===== src/rtl/ucsbece154b_icache_pkg.sv =====
// Shared constants for the instruction cache: FSM state encodings and
// address-field width helpers.
package ucsbece154b_icache_pkg;

    localparam int unsigned ADDR_W     = 32;
    localparam int unsigned WORD_W     = 32;
    localparam int unsigned BYTE_OFF_W = 2;
    localparam int unsigned STATE_W    = 2;

    localparam logic [STATE_W-1:0] ICACHE_IDLE = 2'd0;
    localparam logic [STATE_W-1:0] ICACHE_REQ  = 2'd1;
    localparam logic [STATE_W-1:0] ICACHE_FILL = 2'd2;

    // Tag width left over after byte, word-offset and index fields.
    function automatic int unsigned tag_width(input int unsigned sets, input int unsigned words);
        return ADDR_W - BYTE_OFF_W - $clog2(sets) - $clog2(words);
    endfunction

endpackage


===== src/rtl/ucsbece154b_icache_way.sv =====
// One cache way: per-set valid bit, tag and data block, with a lookup port
// (tag compare + word mux) and independent tag/fill write ports.
module ucsbece154b_icache_way
    import ucsbece154b_icache_pkg::*;
#(
    parameter int unsigned NUM_SETS    = 8,
    parameter int unsigned BLOCK_WORDS = 4,
    parameter int unsigned TAG_W       = tag_width(8, 4),
    localparam int unsigned IDX_W      = $clog2(NUM_SETS),
    localparam int unsigned OFF_W      = $clog2(BLOCK_WORDS)
) (
    input  logic              clk,
    input  logic              reset,
    input  logic [IDX_W-1:0]  i_index,
    input  logic [TAG_W-1:0]  i_tag,
    input  logic [OFF_W-1:0]  i_word,
    output logic              o_valid,
    output logic              o_hit,
    output logic [WORD_W-1:0] o_word,
    input  logic              i_tag_we,
    input  logic [IDX_W-1:0]  i_tag_index,
    input  logic [TAG_W-1:0]  i_tag_data,
    input  logic              i_fill_we,
    input  logic              i_valid_set,
    input  logic [IDX_W-1:0]  i_fill_index,
    input  logic [OFF_W-1:0]  i_fill_word,
    input  logic [WORD_W-1:0] i_fill_data
);

    logic [NUM_SETS-1:0] r_valid;
    logic [TAG_W-1:0]    r_tag  [NUM_SETS];
    logic [WORD_W-1:0]   r_data [NUM_SETS][BLOCK_WORDS];

    // A new tag invalidates the line until its last beat lands.
    always_ff @(posedge clk or negedge reset) begin
        if (!reset) begin
            r_valid <= '0;
        end else if (i_tag_we) begin
            r_valid[i_tag_index] <= 1'b0;
        end else if (i_valid_set) begin
            r_valid[i_fill_index] <= 1'b1;
        end
    end

    always_ff @(posedge clk) begin
        if (i_tag_we) begin
            r_tag[i_tag_index] <= i_tag_data;
        end
        if (i_fill_we) begin
            r_data[i_fill_index][i_fill_word] <= i_fill_data;
        end
    end

    assign o_valid = r_valid[i_index];
    assign o_hit   = r_valid[i_index] && (r_tag[i_index] == i_tag);
    assign o_word  = r_data[i_index][i_word];

endmodule


===== src/rtl/ucsbece154b_icache.sv =====
// Set-associative read-only instruction cache: combinational hits, block
// refill FSM on miss, round-robin replacement per set.
module ucsbece154b_icache
    import ucsbece154b_icache_pkg::*;
#(
    parameter int unsigned NUM_SETS    = 8,
    parameter int unsigned NUM_WAYS    = 4,
    parameter int unsigned BLOCK_WORDS = 4
) (
    input  logic        clk,
    input  logic        reset,
    input  logic        ReadEnable,
    input  logic [31:0] ReadAddress,
    output logic [31:0] Instruction,
    output logic        Ready,
    output logic        MemReadRequest,
    output logic [31:0] MemReadAddress,
    input  logic [31:0] MemDataIn,
    input  logic        MemDataReady
);

    localparam int unsigned OFF_W   = $clog2(BLOCK_WORDS);
    localparam int unsigned IDX_W   = $clog2(NUM_SETS);
    localparam int unsigned WAY_W   = $clog2(NUM_WAYS);
    localparam int unsigned TAG_W   = tag_width(NUM_SETS, BLOCK_WORDS);
    localparam int unsigned IDX_LSB = BYTE_OFF_W + OFF_W;
    localparam int unsigned TAG_LSB = IDX_LSB + IDX_W;

    logic [STATE_W-1:0] r_state;
    logic [STATE_W-1:0] w_state_next;
    logic [OFF_W-1:0]   r_beat;
    logic [WAY_W-1:0]   r_victim;
    logic               r_victim_rr;
    logic [WAY_W-1:0]   r_rr [NUM_SETS];
    logic [ADDR_W-1:0]  r_mem_addr;

    logic [IDX_W-1:0]    w_index;
    logic [TAG_W-1:0]    w_tag;
    logic [OFF_W-1:0]    w_word;
    logic [IDX_W-1:0]    w_fill_index;
    logic [NUM_WAYS-1:0] w_hit_vec;
    logic [NUM_WAYS-1:0] w_valid_vec;
    logic [WORD_W-1:0]   w_word_arr [NUM_WAYS];
    logic                w_any_hit;
    logic [WORD_W-1:0]   w_hit_word;
    logic [WAY_W-1:0]    w_victim;
    logic                w_victim_rr;
    logic                w_miss;
    logic                w_beat_we;
    logic                w_fill_done;

    assign w_word       = ReadAddress[IDX_LSB-1:BYTE_OFF_W];
    assign w_index      = ReadAddress[TAG_LSB-1:IDX_LSB];
    assign w_tag        = ReadAddress[ADDR_W-1:TAG_LSB];
    assign w_fill_index = r_mem_addr[TAG_LSB-1:IDX_LSB];

    genvar gw;
    generate
        for (gw = 0; gw < NUM_WAYS; gw++) begin : g_way
            ucsbece154b_icache_way #(
                .NUM_SETS    (NUM_SETS),
                .BLOCK_WORDS (BLOCK_WORDS),
                .TAG_W       (TAG_W)
            ) u_way (
                .clk          (clk),
                .reset        (reset),
                .i_index      (w_index),
                .i_tag        (w_tag),
                .i_word       (w_word),
                .o_valid      (w_valid_vec[gw]),
                .o_hit        (w_hit_vec[gw]),
                .o_word       (w_word_arr[gw]),
                .i_tag_we     (w_miss && (w_victim == WAY_W'(gw))),
                .i_tag_index  (w_index),
                .i_tag_data   (w_tag),
                .i_fill_we    (w_beat_we && (r_victim == WAY_W'(gw))),
                .i_valid_set  (w_fill_done && (r_victim == WAY_W'(gw))),
                .i_fill_index (w_fill_index),
                .i_fill_word  (r_beat),
                .i_fill_data  (MemDataIn)
            );
        end
    endgenerate

    // Hit mux and victim choice: lowest invalid way, else the set's pointer.
    always_comb begin
        w_hit_word  = '0;
        w_victim    = r_rr[w_index];
        w_victim_rr = 1'b1;
        for (int i = 0; i < NUM_WAYS; i++) begin
            if (w_hit_vec[i]) begin
                w_hit_word = w_hit_word | w_word_arr[i];
            end
        end
        for (int i = NUM_WAYS - 1; i >= 0; i--) begin
            if (!w_valid_vec[i]) begin
                w_victim    = WAY_W'(i);
                w_victim_rr = 1'b0;
            end
        end
    end

    assign w_any_hit      = |w_hit_vec;
    assign Ready          = (r_state == ICACHE_IDLE) && ReadEnable && w_any_hit;
    assign Instruction    = w_hit_word;
    assign MemReadRequest = (r_state == ICACHE_REQ);
    assign MemReadAddress = r_mem_addr;

    always_ff @(posedge clk or negedge reset) begin
        if (!reset) begin
            r_state <= ICACHE_IDLE;
        end else begin
            r_state <= w_state_next;
        end
    end

    always_comb begin
        w_state_next = r_state;
        w_miss       = 1'b0;
        w_beat_we    = 1'b0;
        w_fill_done  = 1'b0;
        case (r_state)
            ICACHE_IDLE: begin
                if (ReadEnable && !w_any_hit) begin
                    w_miss       = 1'b1;
                    w_state_next = ICACHE_REQ;
                end
            end
            ICACHE_REQ: begin
                w_state_next = ICACHE_FILL;
            end
            ICACHE_FILL: begin
                if (MemDataReady) begin
                    w_beat_we = 1'b1;
                    if (r_beat == OFF_W'(BLOCK_WORDS - 1)) begin
                        w_fill_done  = 1'b1;
                        w_state_next = ICACHE_IDLE;
                    end
                end
            end
            default: begin
                w_state_next = ICACHE_IDLE;
            end
        endcase
    end

    // Refill bookkeeping; the beat counter wraps to zero on the last beat.
    always_ff @(posedge clk or negedge reset) begin
        if (!reset) begin
            r_mem_addr  <= '0;
            r_beat      <= '0;
            r_victim    <= '0;
            r_victim_rr <= 1'b0;
            for (int s = 0; s < NUM_SETS; s++) begin
                r_rr[s] <= '0;
            end
        end else begin
            if (w_miss) begin
                r_mem_addr  <= ReadAddress & ~ADDR_W'(BLOCK_WORDS * 4 - 1);
                r_victim    <= w_victim;
                r_victim_rr <= w_victim_rr;
                r_beat      <= '0;
            end
            if (w_beat_we) begin
                r_beat <= r_beat + OFF_W'(1);
            end
            if (w_fill_done && r_victim_rr) begin
                r_rr[w_fill_index] <= r_rr[w_fill_index] + WAY_W'(1);
            end
        end
    end

endmodule


===== config.mk =====
export PLATFORM = sky130hd
export DESIGN_NAME = ucsbece154b_icache
export DESIGN_NICKNAME = d
export VERILOG_FILES = /design/src/rtl/ucsbece154b_icache_pkg.sv /design/src/rtl/ucsbece154b_icache_way.sv /design/src/rtl/ucsbece154b_icache.sv
export SDC_FILE = /design/constraint.sdc
export NUM_CORES = 2
export LEC_CHECK = 0
export ABC_AREA = 1
export BUFFER_PORTS_ARGS = -buffer_cell sky130_fd_sc_hd__buf_2
export CORE_ASPECT_RATIO = 2
export CORE_MARGIN = 1
export CORE_UTILIZATION = 60
export DETAILED_ROUTE_END_ITERATION = 8
export PLACE_DENSITY_LB_ADDON = 0.05
export SKIP_CTS_REPAIR_TIMING = 1
export SYNTH_ARGS = -nofsm -noshare
export SYNTH_HDL_FRONTEND = slang
export SYNTH_MEMORY_MAX_BITS = 65536
export SYNTH_SLANG_ARGS = --single-unit

===== constraint.sdc =====
create_clock -name clk -period 9.6 [get_ports clk]
set_clock_uncertainty 0.2 [all_clocks]
set_input_delay 0.48 -clock clk [delete_from_list [all_inputs] [get_ports clk]]
set_output_delay 0.48 -clock clk [all_outputs]
set_load 0.05 [all_outputs]

# After elaboration in Yosys (flattened, before gate mapping)
# Memory sizes are Yosys's and may differ from the RTL's.
# Cells that the tools add are included.
# Widths: inputs -> output; s select.
# word_totals
regBits	83
ram_bits	4896
inputBits	68
output_inout_bits	66
wordCells	188
mem_count	8
# classes
add_sub_neg	2
order_cmp	10
n_eq_ne	16
n_mux	84
n_bitwise	16
n_reduce_logical	35
# mem_list
memory	words	word_bits	rd	rd_clocked_by_memory_dff	wr	line	text
g_way[0].u_way.r_data	8	128	1	0	1	ucsbece154b_icache_way.sv:32	logic [WORD_W-1:0] r_data [NUM_SETS][BLOCK_WORDS];
g_way[1].u_way.r_data	8	128	1	0	1	ucsbece154b_icache_way.sv:32	
g_way[2].u_way.r_data	8	128	1	0	1	ucsbece154b_icache_way.sv:32	
g_way[3].u_way.r_data	8	128	1	0	1	ucsbece154b_icache_way.sv:32	
g_way[0].u_way.r_tag	8	25	1	0	1	ucsbece154b_icache_way.sv:31	logic [TAG_W-1:0] r_tag [NUM_SETS];
g_way[1].u_way.r_tag	8	25	1	0	1	ucsbece154b_icache_way.sv:31	
2 more memories	n/a	n/a	n/a	n/a	n/a	n/a	
# op_table
cell	count
$mux 128	4
$mux 32	13
$bmux 32 s2	4
$eq 25x25->1	4
$or 32x32->32	3
$demux 32 s2	1
$mux 8	8
$and 8x8->8	4
$or 8x8->8	4
$mux 1	29
$mux 2	14
$logic_and 1x1->1	24
$bwmux 16	1
$bmux 1 s3	4
$bmux 2 s3	2
$eq 2x2->1 const B	6
$reduce_bool 2->1	5
$ge 4x4->1 const B	2
$lt 3x4->1 const B	2
$not 3->4	2
$not 8->8	1
$demux 1 s3	2
$demux 2 s3	1
$eq 2x1->1 const B	3
13 further kinds	20

# Depth between registers and ports, before layout
# logic_depth
depth_word	12
ltp_mapped	22

# Modules after synthesis
# From an unflattened synthesis, not the netlist that was laid out.
# unflattened
cells_unflattened	15731
hier_area_um2	199960.5
# by_module_without_submodules
module	instances	cells_each	area_per_inst_um2	seq_area_each_um2
ucsbece154b_icache_way (g_way[1].u_way ...)	3	3809	49160.9	36955.4
ucsbece154b_icache_way (g_way[0].u_way)	1	3796	49148.4	36955.4
ucsbece154b_icache	1	508	3329.4	1276.2

# Least setup slack after synthesis
# Ideal clock, no wire load.
# synth_path
kind	register -> register
startpoint	reg r_mem_addr[5] (netlist: MemReadAddress[5])
endpoint	mem g_way[0].u_way.r_data[7][100] in the netlist's numbering (enable)
setup_time_ns	0.421
arrival_time_ns	3.107
required_time_ns	8.979
slack_ns	5.872
path_stages_with_launch	7
n_path_buf	2
path_cell_list	dfrtp_1 clkbuf_1 inv_1 nor3_1 clkinv_1 clkbuf_1 nor2_1
# synth_lines
element	line	text
start: declaration	ucsbece154b_icache.sv:35	logic [ADDR_W-1:0] r_mem_addr;
start signal: assignment	ucsbece154b_icache.sv:159	r_mem_addr <= ReadAddress & ~ADDR_W'(BLOCK_WORDS * 4 - 1);
end: declaration	ucsbece154b_icache_way.sv:32	
# No word-level cell before the write port.

# Worst setup path in the final report
# layout_path
startpoint	in ReadAddress[5]
endpoint	out Instruction[14]
# layout_via
elab_chain_cells	11
word_cells_on_any_way	43
# layout_lines
element	line	text
start: declaration	ucsbece154b_icache.sv:13	input logic [31:0] ReadAddress,
$mem_v2 8x128	n/a	
$bmux 32 s2	ucsbece154b_icache_way.sv:56	assign o_word = r_data[i_index][i_word];
$mux 32 (not written as such) (2 in a row)	ucsbece154b_icache_way.sv:56	
$mux 32	ucsbece154b_icache.sv:91	if (w_hit_vec[i]) begin
$or 32x32->32	ucsbece154b_icache.sv:92	w_hit_word = w_hit_word | w_word_arr[i];
$mux 32	ucsbece154b_icache.sv:91	
$or 32x32->32	ucsbece154b_icache.sv:92	
$mux 32	ucsbece154b_icache.sv:91	
$or 32x32->32	ucsbece154b_icache.sv:92	
$mux 32 *	ucsbece154b_icache.sv:91	
end: declaration	ucsbece154b_icache.sv:14	output logic [31:0] Instruction,
# Mark *: on every way between the ends. The rest lies on a longest branch, timed or not. The select of a mux whose other input is x is not followed.

==> metrics.txt <==
clock-pin slew on the worst setup and hold paths about 0.070 ns; Hold Path Class in -> reg; logic gate share of total power 0.075; cell internal pwr 34.39 mW; Non-Filler Instances around 18,000; Critical R2R Launch g_way[1].u_way.r_valid[1]; P_leak 72.62 nW; crit path kind in -> out; Clk network pwr share 0.387; Hold Crit Start ReadAddress[20]; Congestion Overflow GR 0; IO Count between 100 and 150; Yosys top cell by area edfxtp_1; Slew Limit Fails 0; final net count 13,940; vias in the first global route 117,331; HPWL after DPL between 300 and 400 mm; WL/cell roughly 34 µm; Net Sw Power roughly 11 mW; antenna violations before repair 26; synthesized area per cell between 10 and 15 µm²; clk root buf clkbuf_16; routed vias 119,595; required time worst endpoint just under 9 ns; DIE WIDTH between 400 and 500 µm; Core ar. 316,000 µm²; Fin Setup TNS 0 ns; Die Y 799.0 µm; DRT Pass-1 Iters 6; CP arrival between 6 and 7 ns; Final setup viols 0; Clock Latency Late Sink between 0.9 and 1 ns; initial DRC count 15,034; residual DRC count 0; first-pass GRT wire length around 850 mm; fillers 21,830; Rel. slew slack 0.01320; Final Hold Fails 0; synth-to-layout area growth 11.44%; H-Tree Depth 5; fraction of registers with async set/reset 0.01667; CTS max path bufs 4; Yosys cell types 53; Critical Path Fanout Max 41; Tcrit/Tclk final 0.7207; sequential share of power 0.538; placed insts roughly 18,000; Slew @ Worst Pin about 1.5 ns; GP Congestion approximately 0.98; pin count of the biggest net entering global routing between 150 and 200; final antenna-violating net count 0; initial core utilization 0.6030; GRT Util Overall 0.3819; post-synth top area share 0.7716; fmax between 0.1 and 0.15 GHz; total CTS buffers 416; RSZ-0062 raised after global routing false; CP Capture Type output pin; final wirelength about 610 mm; status complete, but fails checks; worst vdd ir about 0.27 mV; Cells after Synth 13,572; Worst Setup Start Kind input port; Synth Warn # 0; final worst path period need between 6 and 7 ns; Sw Share 0.2353; TritonCTS clock tree yes; ys flop type edfxtp_1; Post-synth EDFFs roughly 4,900; Post-synth top cells edfxtp_1, nand2_1, nor2_1; Critical Path Source ReadAddress[5]; row cnt slightly below 300; register area share after synthesis 0.7825; largest cells by area after synthesis edfxtp_1, nand2_1, nor2_1, inv_1, a221oi_1; Yosys reg bits 4,979; max_cap viols 1; cell with the most instances after synthesis edfxtp_1; IO Port Bufs between 100 and 150; PwrDens between 200 and 250 nW/µm²; Cell Area, Synth roughly 190,000 µm²; CTS sink cnt around 5,000; via/cell ratio ~6.5; layout cells sized above 1 0.09904; failing checks max-capacitance violations; die area roughly 320,000 µm²
## logic make-up (layout without fill, tap and decap cells)
logic type	Yosys count	count (layout)	synth area share
mux	3	3	0.0001773
buf+inv	1617	2248	0.03372
fa+ha+maj	4	4	0.0002627
simple gates	4887	4887	0.1075
compound gates	2078	2078	0.07575
xor+xnor	3	3	0.0001379
flops	4979	4979	0.7825
other cells	1	18	0.00001968
## area by class of cell
cell class / count / area (µm²) / share of cell area
clock inverters: 253 / 2794 / 0.01316
clock buffers: 503 / 10860 / 0.05116
well taps: 4116 / 5150 / 0.02425
inverters: 893 / 3385 / 0.01594
multi-input cells: 6979 / 36150 / 0.1702
diodes: 14 / 35.03 / 0.0001650
repair buffers: 599 / 4873 / 0.02295
flip-flops and latches: 4979 / 149100 / 0.7021
## cells in the final DEF, fill, tap and decap left out, drive strengths merged, types with 4 or more instances in the layout
cell	Yosys	final
a211oi	14	14
a21oi	197	197
a221oi	293	293
a22o	123	123
a22oi	281	281
a32o	6	6
a41oi	15	15
buf	314	545
bufinv	0	57
clkbuf	410	503
clkinv	4	167
clkinvlp	0	18
conb	1	4
dfrtp	83	83
diode	0	14
dlygate4sd3	0	54
edfxtp	4896	4896
ha	4	4
inv	889	904
nand2	2838	2838
nand3	484	484
nand3b	23	23
nand4	390	390
nor2	965	965
nor3	45	45
nor4	46	46
o2111a	82	82
o2111ai	49	49
o211ai	95	95
o21ai	463	463
o221ai	10	10
o22a	7	7
o22ai	398	398
o2bb2ai	14	14
o31ai	10	10
o41ai	13	13
or2	88	88
## metal layers
metal  vias to the layer above  GRT usage  routed length [µm]  share of wire
li1                      50649          -                   -              -
met1                     60299     0.4364              198800           0.32
met2                      6954     0.6370              299500           0.49
met3                      1683    0.06273               56990          0.093
met4                        10     0.3131               59580          0.097
met5                         -          0                  57       0.000093
## path summary, 6_finish.rpt
kind	to	slack, ns	depth (start not counted)
max reg2reg	g_way[2].u_way.r_tag[5][7]	4.76	15
max	Instruction[14]	2.68	19
min reg2reg	MemReadAddress[20]	0.29	2
min	MemReadAddress[20]	0.01	4
min in group asynchronous	MemReadAddress[19]	0.45	4
max in group asynchronous	g_way[1].u_way.r_valid[1]	7.93	4
## power by group through the flow
stage	combinational [mW]	sequential (mW)	clock (mW)
3_3_place_gp	3.23	24.7	0
3_5_place_dp	3.27	24.7	0
4_1_cts	3.28	24.2	17.5
5_1_grt	3.49	24.2	18.2
6_report	3.38	24.2	17.4
2_1_floorplan	1.32	24.8	0
## sequential cells by signal (all words and copies together), names as in the netlist, 2 cells and up
register	cells
g_way.u_way.r_tag	800
r_beat	2
g_way.u_way.r_valid	32
MemReadAddress	28
r_rr	16
r_state	2
r_victim	2
g_way.u_way.r_data	4096
## metrics by stage
step	utilization	area [µm²]	power, mW	hold slack, ns	worst slack [ns]
after floorplan	-	190600	26.16	-0.01559	5.872
after global routing	0.6718	212300	45.89	-0.001509	2.725
final	0.6719	212300	44.97	0.01440	2.682
after detailed placement	0.6268	198100	27.94	0.2479	3.029
after global placement	0.6268	198100	27.89	0.2431	2.973
after CTS	0.6700	211800	44.95	-0.7803	3.015
## worst max-delay path, stage by stage
cell and delay (ns):
buf_2 0.42, inv_1 0.08, buf_4 0.31, nor2_4 0.86, buf_4 0.37, o21ai_0 0.11
o21ai_0 0.32, nor2_1 0.07, nand2_1 0.06, nand2_1 0.13, nor2_1 0.15, nand3b_1 0.09
nor2_1 0.12, nand2_1 0.10, nor2_4 0.61, buf_12 0.31, nand3_1 0.67, nand4_1 0.52
buf_2 0.33
No activity file was read; power rests on OpenSTA's default activity.
